## src/rtl/hockey_disp_scan.sv

```systemverilog
// hockey_disp_scan: display stage for the hockey game core.
//
// Samples the puck position once per scan frame and drives a 4-digit multiplexed
// common-anode seven-segment display. Digits 1/0 show the current X/Y; digits 3/2
// show the previous distinct position (trail) so players can see puck direction.
//
// Optional feature macro: HOCKEY_TRAIL_EN
//   defined   : trail registers present, digits 3/2 show the previous position
//   undefined : no trail registers, digits 3/2 always blank (still scanned)
//
// Parameters:
//   DIV_W     - prescaler width; one digit slot lasts 2^DIV_W clocks
//   MAX_COORD - largest legal coordinate; larger values render as a dash
//
// Ports:
//   clk     in  system clock
//   rst     in  asynchronous reset, active-low
//   X_COORD in  puck X (synchronous to clk)
//   Y_COORD in  puck Y (synchronous to clk)
//   AN      out digit enables, active-low, bit i = digit i
//   SEG     out segments {g,f,e,d,c,b,a}, active-low
//   DP      out decimal point, active-low (lit in the digit 1 slot only)
//   FRAME   out one-cycle pulse after each frame sample
module hockey_disp_scan #(
    parameter int unsigned DIV_W     = 16,
    parameter int unsigned MAX_COORD = 4
) (
    input  logic       clk,
    input  logic       rst,
    input  logic [2:0] X_COORD,
    input  logic [2:0] Y_COORD,
    output logic [3:0] AN,
    output logic [6:0] SEG,
    output logic       DP,
    output logic       FRAME
);

    localparam logic [6:0]       SegBlank = 7'b1111111;
    localparam logic [6:0]       SegDash  = 7'b0111111;
    localparam logic [DIV_W-1:0] CntOne   = DIV_W'(1);

    // Active-low glyph for one coordinate; anything outside 0..MAX_COORD is a dash.
    function automatic logic [6:0] glyph(input logic [2:0] v);
        logic [6:0] g;
        g = SegDash;
        if (32'(v) <= MAX_COORD) begin
            case (v)
                3'd0:    g = 7'b1000000;
                3'd1:    g = 7'b1111001;
                3'd2:    g = 7'b0100100;
                3'd3:    g = 7'b0110000;
                3'd4:    g = 7'b0011001;
                default: g = SegDash;
            endcase
        end
        return g;
    endfunction

    logic [DIV_W-1:0] cnt_q, cnt_d;
    logic [1:0]       dig_q, dig_d;
    logic [2:0]       cur_x_q, cur_x_d;
    logic [2:0]       cur_y_q, cur_y_d;
    logic [3:0]       an_q, an_d;
    logic [6:0]       seg_q, seg_d;
    logic             dp_q, dp_d;
    logic             frame_q, frame_d;

    logic tick;
    logic frame_b;

    // Glyphs for the trail digits; blank when the trail is absent or not yet valid.
    logic [6:0] trail_y_seg;
    logic [6:0] trail_x_seg;

    assign tick    = &cnt_q;
    assign frame_b = tick && (dig_q == 2'd3);

`ifdef HOCKEY_TRAIL_EN
    logic [2:0] prev_x_q, prev_x_d;
    logic [2:0] prev_y_q, prev_y_d;
    logic       prev_vld_q, prev_vld_d;

    // Only a sample that differs from the current position pushes it into the trail,
    // so a stationary puck keeps its last direction visible.
    always_comb begin
        prev_x_d   = prev_x_q;
        prev_y_d   = prev_y_q;
        prev_vld_d = prev_vld_q;
        if (frame_b && ({X_COORD, Y_COORD} != {cur_x_q, cur_y_q})) begin
            prev_x_d   = cur_x_q;
            prev_y_d   = cur_y_q;
            prev_vld_d = 1'b1;
        end
    end

    always_ff @(posedge clk or negedge rst) begin
        if (!rst) begin
            prev_x_q   <= 3'd0;
            prev_y_q   <= 3'd0;
            prev_vld_q <= 1'b0;
        end else begin
            prev_x_q   <= prev_x_d;
            prev_y_q   <= prev_y_d;
            prev_vld_q <= prev_vld_d;
        end
    end

    assign trail_y_seg = prev_vld_q ? glyph(prev_y_q) : SegBlank;
    assign trail_x_seg = prev_vld_q ? glyph(prev_x_q) : SegBlank;
`else
    assign trail_y_seg = SegBlank;
    assign trail_x_seg = SegBlank;
`endif

    always_comb begin
        cnt_d   = cnt_q + CntOne;
        dig_d   = tick ? dig_q + 2'd1 : dig_q;
        cur_x_d = cur_x_q;
        cur_y_d = cur_y_q;
        if (frame_b) begin
            cur_x_d = X_COORD;
            cur_y_d = Y_COORD;
        end

        // Outputs are built from the pre-edge slot and registers: one cycle of latency.
        an_d    = ~(4'b0001 << dig_q);
        dp_d    = (dig_q != 2'd1);
        frame_d = frame_b;
        case (dig_q)
            2'd0:    seg_d = glyph(cur_y_q);
            2'd1:    seg_d = glyph(cur_x_q);
            2'd2:    seg_d = trail_y_seg;
            default: seg_d = trail_x_seg;
        endcase
    end

    always_ff @(posedge clk or negedge rst) begin
        if (!rst) begin
            cnt_q   <= '0;
            dig_q   <= 2'd0;
            cur_x_q <= 3'd0;
            cur_y_q <= 3'd0;
            an_q    <= 4'b1111;
            seg_q   <= SegBlank;
            dp_q    <= 1'b1;
            frame_q <= 1'b0;
        end else begin
            cnt_q   <= cnt_d;
            dig_q   <= dig_d;
            cur_x_q <= cur_x_d;
            cur_y_q <= cur_y_d;
            an_q    <= an_d;
            seg_q   <= seg_d;
            dp_q    <= dp_d;
            frame_q <= frame_d;
        end
    end

    assign AN    = an_q;
    assign SEG   = seg_q;
    assign DP    = dp_q;
    assign FRAME = frame_q;

endmodule

```

## config.mk

```make
export PLATFORM = sky130hd
export DESIGN_NAME = hockey_disp_scan
export DESIGN_NICKNAME = d
export VERILOG_FILES = /design/src/rtl/hockey_disp_scan.sv
export SDC_FILE = /design/constraint.sdc
export NUM_CORES = 1
export LEC_CHECK = 0
export ABC_AREA = 1
export BUFFER_PORTS_ARGS = -buffer_cell sky130_fd_sc_hd__buf_2
export CAP_MARGIN = 20
export CORE_MARGIN = 2
export CORE_UTILIZATION = 33
export DETAILED_ROUTE_END_ITERATION = 10
export HOLD_SLACK_MARGIN = 0.1
export MAX_ROUTING_LAYER = met4
export PLACE_DENSITY_LB_ADDON = 0.2
export RECOVER_POWER = 25
export SLEW_MARGIN = 5
export SYNTH_ARGS = -nofsm -noshare
export SYNTH_HDL_FRONTEND = slang
export SYNTH_SLANG_ARGS = --single-unit
export TNS_END_PERCENT = 30
```

## constraint.sdc

```tcl
create_clock -name clk -period 2.9 [get_ports clk]
set_input_delay 0.145 -clock clk [delete_from_list [all_inputs] [get_ports clk]]
set_output_delay 0.145 -clock clk [all_outputs]
set_load 0.05 [all_outputs]
```

Word-level counts from Yosys, hierarchy flattened
Index checks and enable logic that the tools add are counted.

word-level totals
  flip-flop bits (word level) = 37
  input port bits = 8
  output and inout bits = 13
  logic and storage cells = 35

operators by class
  add/subtract/negate cells = 2
  $lt $le $gt $ge = 2
  eq/ne operators = 11
  shift operators = 1
  mux-type cells = 5
  bitwise gates (word level) = 1
  reductions and logical operators = 5

operator list
  kind                                                   count
  case mux 7 bit (5 select lines)                        2
  adder 16 x 1 -> 16 bit, second input constant          1
  AND reduction 16 bit                                   1
  two-way mux 7 bit                                      2
  case mux 7 bit (2 select lines)                        1
  == test 3 x 2 -> 1 bit, second input constant          4
  == test 3 x 1 -> 1 bit, second input constant          2
  == test 3 bit, second input constant                   2
  <= comparator 3 bit, second input constant             2
  logical NOT 3 bit                                      2
  NOT 4 bit                                              1
  left shift 1 x 2 -> 4 bit, first input constant        1
  adder 2 x 1 -> 2 bit, second input constant            1
  == test 2 x 1 -> 1 bit, second input constant          1
  == test 2 bit, second input constant                   1
  logical NOT 2 bit                                      1
  inequality test 2 x 1 -> 1 bit, second input constant  1
  logical AND 1 bit                                      1

Longest topological paths before layout
Gate-level depths: netlist of run 1.

  word-level depth = 4
  gate-level depth with buffers = 8
  mapped depth without buffers = 8

Worst setup path before layout of run 1
OpenSTA, ideal clock, no wires.

  path type = register to register
  start = register cnt_q[0]
  end = register cur_y_q[0]
  library setup time = 0.117 ns
  arrival time = 1.129 ns
  required time = 2.783 ns
  slack = 1.654 ns
  cell stages (with the launch flop) = 7
  path buffers = 0
  period minus slack after synthesis = 1.246 ns
  cells stage by stage = dfrtp_1 -> ha_1 -> nand3_1 -> nor2_4 -> nand3_4 -> nand2_1 -> nand2_1

between the ends
  word-level cells in the longest chain between the ends = 2

ends and longest elaborated chain
  element                 RTL line  source
  from (decl)             59        logic [DIV_W-1:0] cnt_q, cnt_d;
  from (signal assigned)  148       cnt_q <= cnt_d;
  AND reduction 16 bit    75        assign tick = &cnt_q;
  logical AND 1 bit       76        assign frame_b = tick && (dig_q == 2'd3);
  to (signal assigned)    151       cur_y_q <= cur_y_d;
  to (decl)               62        logic [2:0] cur_y_q, cur_y_d;

No other way between the ends.
A chain may end at the register's enable or synchronous reset.

Worst setup path after layout of run 1
  start = register cnt_q[0]
  end = register cur_x_q[0]

between the ends
  word-level cells in the longest chain between the ends = 2

ends and longest elaborated chain
  element               RTL line  source
  AND reduction 16 bit  75
  logical AND 1 bit     76
  to (signal assigned)  150       cur_x_q <= cur_x_d;
  to (decl)             61        logic [2:0] cur_x_q, cur_x_d;

No other way between the ends.

==> results of run 1 <==
-- kinds of logic after synthesis --
group	share of synthesized area
AO/OA/AOI/OAI	0.03579
XOR/XNOR	0.05864
adder cells (fa/ha/maj)	0.03808
buffers and inverters	0.07158
flip-flops	0.5407
AND/OR/NAND/NOR	0.2551
-- cell type report --
type                            count  share of cell area
Sequential cell                    35              0.4468
Multi-Input combinational cell    113              0.3203
Timing Repair Buffer               27             0.08496
Inverter                           26             0.04909
Tap cell                           67             0.04216
Clock buffer                        5             0.03461
Clock inverter                      3             0.02203
-- flip-flops by register name (all words and copies together) (netlist names) --
name     count
SEG          6
FRAME        1
AN           3
cur_x_q      3
cur_y_q      3
cnt_q       16
DP           1
dig_q        2
-- routing by layer --
layer	wire, um	vias to the layer above
li1	-	612
met2	1360	19
met3	110	6
met4	48	0
met1	1392	519
met5	0	-
-- Yosys cell counts --
cell,count,area [sq um]
nand2_4,1,11.26
nand3_4,1,17.52
xnor2_1,7,61.31
buf_2,1,5.000
inv_1,25,93.84
buf_4,2,15.01
nor2_8,1,20.02
dfstp_2,10,262.8
nand3b_1,1,7.510
o21ai_1,1,5.000
a21oi_1,1,5.000
o211ai_1,1,7.510
inv_2,1,3.750
ha_1,5,62.56
nor2_1,14,52.55
xor2_1,4,35.03
or2_2,1,6.260
dfrtp_1,25,625.6
nand2_1,43,161.4
nor2_2,3,18.77
nor2_4,2,22.52
nand2_2,2,12.51
nand4_1,3,18.77
o21ai_0,7,35.03
nand3_1,14,70.07
o22ai_1,1,6.260
-- worst min-delay path by stage --
stage | from | to | slack [ps] | cells past startpoint
after global routing | cur_y_q[2] | cur_y_q[2] | 500 | 2
final | rst | cur_y_q[2] | 470 | 2
after CTS | Y_COORD[2] | cur_y_q[2] | 100 | 3
after floorplan | rst | FRAME | -150 | 0
after detailed placement | rst | dig_q[1] | 290 | 1
after global placement | rst | dig_q[1] | 280 | 1
-- metrics by stage --
step | cell area (sq um) | hold WS (ps) | instances
3_5_place_dp | 1807 | 287.9 | 261
5_1_grt | 1988 | 496.9 | 276
3_3_place_gp | 1807 | 279.7 | 261
6_report | 1988 | 473.8 | 276
4_1_cts | 1979 | 102.3 | 275
2_1_floorplan | 1643 | -150.6 | 177
-- critical path, cell delays in order, from the launching register on --
cell and delay, ps:
dfrtp_1 390, ha_1 260, nand3_1 180, nor2_4 190, nand3_4 120, nand2_1 80
nand2_1 50
-- report_power, final --
group          switching [W]  total [W]  internal, W
Clock               0.000183   0.000439     0.000256
Combinational      0.0000120  0.0000214   0.00000941
Sequential                 0   0.000489     0.000489
==> run summary, run 1 <==
DRC viols -> 0
gr ovfl total -> 0
first-pass GRT wire length -> 4740 um
syn nets -> 190
post-synthesis cell type count -> 26
initial core utilization -> 0.3455
# setup viols final -> 0
H-tree levels -> 2
Syn Area/Cell -> 9.282 sq um
final core utilization -> 0.4182
Slew headroom -> 0.4830
floorplan row count -> 25
largest buffer count on any clock path -> 2
final slew viol count -> 0
setup bufs post-CTS -> 0
final worst path period share -> 0.4772
Worst-path clk slew -> 80 ps
met2 GRT Util -> 0.1809
crit path to -> cur_x_q[0]
remaining antenna violation count after routing -> 0
worst-margin pin slew -> 775.5 ps
dpl hpwl -> 2076 um
Leakage -> 0.9713 nW
reg2reg start -> cnt_q[0]
number of buffers added on ports -> 20
Final Power -> 0.0009489 W
RSZ-0062 raised after global routing -> no
Critical Path RT -> 3080 ps
WL/cell -> 10.55 um
total core area -> 0.004755 sq mm
Crit Path Category -> flop to flop
Final Skew -> 10.28 ps
Die X -> 74.56 um
r2r endpoint -> cur_x_q[0]
multi-input logic area -> 636.9 sq um
Max VDD drop -> 0.0002018 V
drt initial violations -> 33
PwrDens -> 477.3 mW/mm^2
Detailed Route WL -> 2912 um
Arr. time, crit path -> 1560 ps
sequential cell area -> 888.4 sq um
DR vias -> 1,156
Top Ports -> 21
CTS tree -> built
Antenna diodes -> 0
Final Critical Period -> 1384 ps
Most Crowded Layer GR -> met2
cells after synthesis -> 177
critical path peak fanout -> 7
fraction of layout cells with a size suffix above 1 -> 0.2344
HP Class -> input pin to asynchronous set/reset pin
Layout area overhead -> 21.02%
vias per cell -> 4.188
# fillers -> 483
CP Launch Type -> flop
die height -> 74.56 um
status -> completed
Final WS setup -> 1516 ps
clk sink count -> 35
most common cell after layout, fill and taps aside -> nand2_1
Global Route Usage Sum -> 0.1199
register area share after synthesis -> 0.5407
Skew-Pair Late Insertion Delay -> 290 ps
M3 GR Usage -> 0.03659
most frequent cells in the layout -> nand2_1, dfrtp_1, inv_1
#FFs+latches synth -> 35
CTS root buffer -> clkbuf_8
Final Hold Fails -> 0
largest net degree at the start of global routing -> 36
met1 Usage GRT -> 0.1480
Crit. End Element -> flop
setup TNS -> 0 ps
Post-Syn Area -> 0.001643 sq mm
first drt pass iteration count -> 4
Resized cells post-CTS -> 0
reg2reg setup slack -> 1520 ps
CTS Hold Bufs -> 6
f_max -> 722.7 MHz
Worst R2R Path Depth -> 6
vias in the first global route -> 1,047
final net count -> 221
Critical Path Source -> cnt_q[0]
GP Congestion -> 0.7287
full die area -> 0.005558 sq mm
pre-CTS setup slack -> 1509 ps
initial antenna violation count -> 0
Max-Cap Viols -> 0
CTS buffer count -> 5
YS warnings -> 0
(Power assumes the default switching activity.)
==> run 2, diff against run 1 <==
==> constraint.sdc (replaced) <==
create_clock -name clk -period 1.26 [get_ports clk]
set_input_delay 0.063 -clock clk [delete_from_list [all_inputs] [get_ports clk]]
set_output_delay 0.063 -clock clk [all_outputs]
set_load 0.05 [all_outputs]
==> run summary, run 2 (synthesized netlist as in run 1, its figures left out) <==
status -> finished with violations (was completed)
failing checks -> setup timing
r2r endpoint -> cnt_q[14] (was cur_x_q[0])
CTS buffer count -> 5 (unchanged)
CP Launch Type -> flop (unchanged)
vias in the first global route -> 1,209 (was 1,047)
WHS Path Cells -> 2
largest buffer count on any clock path -> 2 (unchanged)
gr ovfl total -> 0 (unchanged)
Worst R2R Path Depth -> 8 (was 6)
drt initial violations -> 29 (was 33)
CTS tree -> built (unchanged)
worst-margin pin slew -> 835.2 ps (was 775.5 ps)
DP Area -> 0.001904 sq mm (was 0.001807 sq mm)
floorplan row count -> 25 (unchanged)
total core area -> 0.004755 sq mm (unchanged)
Final Hold Fails -> 0 (unchanged)
initial core utilization -> 0.3455 (unchanged)
DRC viols -> 0 (unchanged)
final core utilization -> 0.4471 (was 0.4182)
Min-Delay Endpoint -> cur_y_q[2]
PwrDens -> 933.0 mW/mm^2 (was 477.3 mW/mm^2)
fin area -> 0.002126 sq mm (was 0.001988 sq mm)
Critical Path RT -> 1440 ps (was 3080 ps)
HP Class -> flop to flop (was input pin to asynchronous set/reset pin)
f_max -> 792.2 MHz (was 722.7 MHz)
WL/cell -> 10.45 um (was 10.55 um)
# fillers -> 483 (unchanged)
hold path start -> cur_y_q[2]
CTS root buffer -> clkbuf_8 (unchanged)
Critical Path Source -> cnt_q[1] (was cnt_q[0])
RSZ-0062 raised after global routing -> yes (was no)
vias per cell -> 4.205 (was 4.188)
reg2reg start -> cnt_q[1] (was cnt_q[0])
Global Route Usage Sum -> 0.1312 (was 0.1199)
Die X -> 74.56 um (unchanged)
Arr. time, crit path -> 1440 ps (was 1560 ps)
Slew headroom -> 0.4432 (was 0.4830)
Max VDD drop -> 0.0003548 V (was 0.0002018 V)
sequential cell area -> 889.6 sq um (was 888.4 sq um)
max reg flops -> 16 (unchanged)
setup TNS -> -2.337 ps (was 0 ps)
remaining antenna violation count after routing -> 0 (unchanged)
Crit. End Element -> flop (unchanged)
GP Congestion -> 0.7601 (was 0.7287)
Max-Cap Viols -> 0 (unchanged)
Layout area overhead -> 29.40% (was 21.02%)
Final Power -> 0.001983 W (was 0.0009489 W)
final slew viol count -> 0 (unchanged)
H-tree levels -> 2 (unchanged)
die height -> 74.56 um (unchanged)
multi-input logic area -> 678.2 sq um (was 636.9 sq um)
Leakage -> 1.037 nW (was 0.9713 nW)
Final Critical Period -> 1262 ps (was 1384 ps)
Skew-Pair Late Insertion Delay -> 290 ps (about the same)
full die area -> 0.005558 sq mm (unchanged)
most common cell after layout, fill and taps aside -> nand2_1 (unchanged)
clk sink count -> 35 (unchanged)
Top Ports -> 21 (unchanged)
critical path peak fanout -> 4 (was 7)
number of buffers added on ports -> 20 (unchanged)
initial antenna violation count -> 0 (unchanged)
# setup viols final -> 1 (was 0)
fraction of layout cells with a size suffix above 1 -> 0.3244 (was 0.2344)
Crit Path Category -> flop to flop (unchanged)
most frequent cells in the layout -> nand2_1, dfrtp_1, inv_1 (unchanged)
Biggest register -> cnt_q (unchanged)
dpl hpwl -> 2164 um (was 2076 um)
reg2reg setup slack -> -2 ps (was 1520 ps)
first-pass GRT wire length -> 5230 um (was 4740 um)
DR vias -> 1,228 (was 1,156)
Detailed Route WL -> 3052 um (was 2912 um)
final worst hold slack -> 471.7 ps (was 473.8 ps)
Antenna diodes -> 0 (unchanged)
Final Skew -> 7.444 ps (was 10.28 ps)
Final WS setup -> -2.337 ps (was 1516 ps)
largest net degree at the start of global routing -> 36 (unchanged)
first drt pass iteration count -> 4 (unchanged)
Worst-path clk slew -> 80 ps (about the same)
final net count -> 237 (was 221)
final worst path period share -> 1.002 (was 0.4772)
run 2: cell types whose count changed in the layout (fill, tap and decap cells not counted), moves of 2 or more:
cell	change
ha_4	+2
o21ai_0	-3
clkinvlp_4	+2
o21ai_1	+3
buf_4	+15
ha_1	-3
run 2: per-layer routing:
layer | global-route usage | share of wire | up-vias
met5 | - | 0 | -
met4 | 0.06746 | 0.015 | 0
met3 | 0.03523 | 0.031 | 5
met2 | 0.2085 | 0.51 | 17
met1 | 0.1519 | 0.44 | 564
li1 | - | - | 642
run 2: layout make-up:
| class | instances | area share |
|---|---|---|
| Clock buffer | 5 | 0.03237 |
| Clock inverter | 3 | 0.009417 |
| Inverter | 26 | 0.04591 |
| Multi-Input combinational cell | 113 | 0.3190 |
| Sequential cell | 35 | 0.4185 |
| Tap cell | 67 | 0.03943 |
| Timing Repair Buffer | 43 | 0.1354 |
run 2: power breakdown:
part | switching (W) | total [W] | internal, W | leakage (nW)
clock | 0.000426 | 0.000810 | 0.000384 | 0.0402
sequential | 0 | 0.00112 | 0.00112 | 0.407
combinational | 0.0000264 | 0.0000489 | 0.0000226 | 0.590
run 2: worst max-delay path by stage:
stage | end | slack, ps | cells past startpoint
after floorplan | cur_y_q[0] | 10 | 6
after global routing | cnt_q[14] | -130 | 8
after global placement | cur_x_q[0] | -5 | 6
after detailed placement | SEG[2] | -30 | 5
final | cnt_q[14] | -2 | 8
after CTS | SEG[1] | 5 | 6
run 2: critical path, cell delays in order, from the launching register on:
cell     delay (ps)
dfrtp_1         400
ha_4            160
nand2_2          70
nor2_4          110
nand2_4         100
nor2_4          160
nand2_1          60
nand2_1          50
nand2_1          40
run 2: timing repair:
item / CTS / global route
pin swaps: 2 / 2
buffers inserted: 1 / 2
endpoints found under the hold margin: 31 / 0
hold buffers: 7 / 0
gates resized for setup: 3 / 10
setup endpoints to repair: 10 / 20
cloned: 0 / 0
run 2: metrics by stage:
| stage | cells | setup slack (ps) |
|---|---|---|
| final | 292 | -2.337 |
| after global routing | 292 | -133.7 |
| after CTS | 290 | 4.564 |
| after detailed placement | 274 | -30.45 |
| after global placement | 274 | -4.750 |
| after floorplan | 177 | 14.04 |
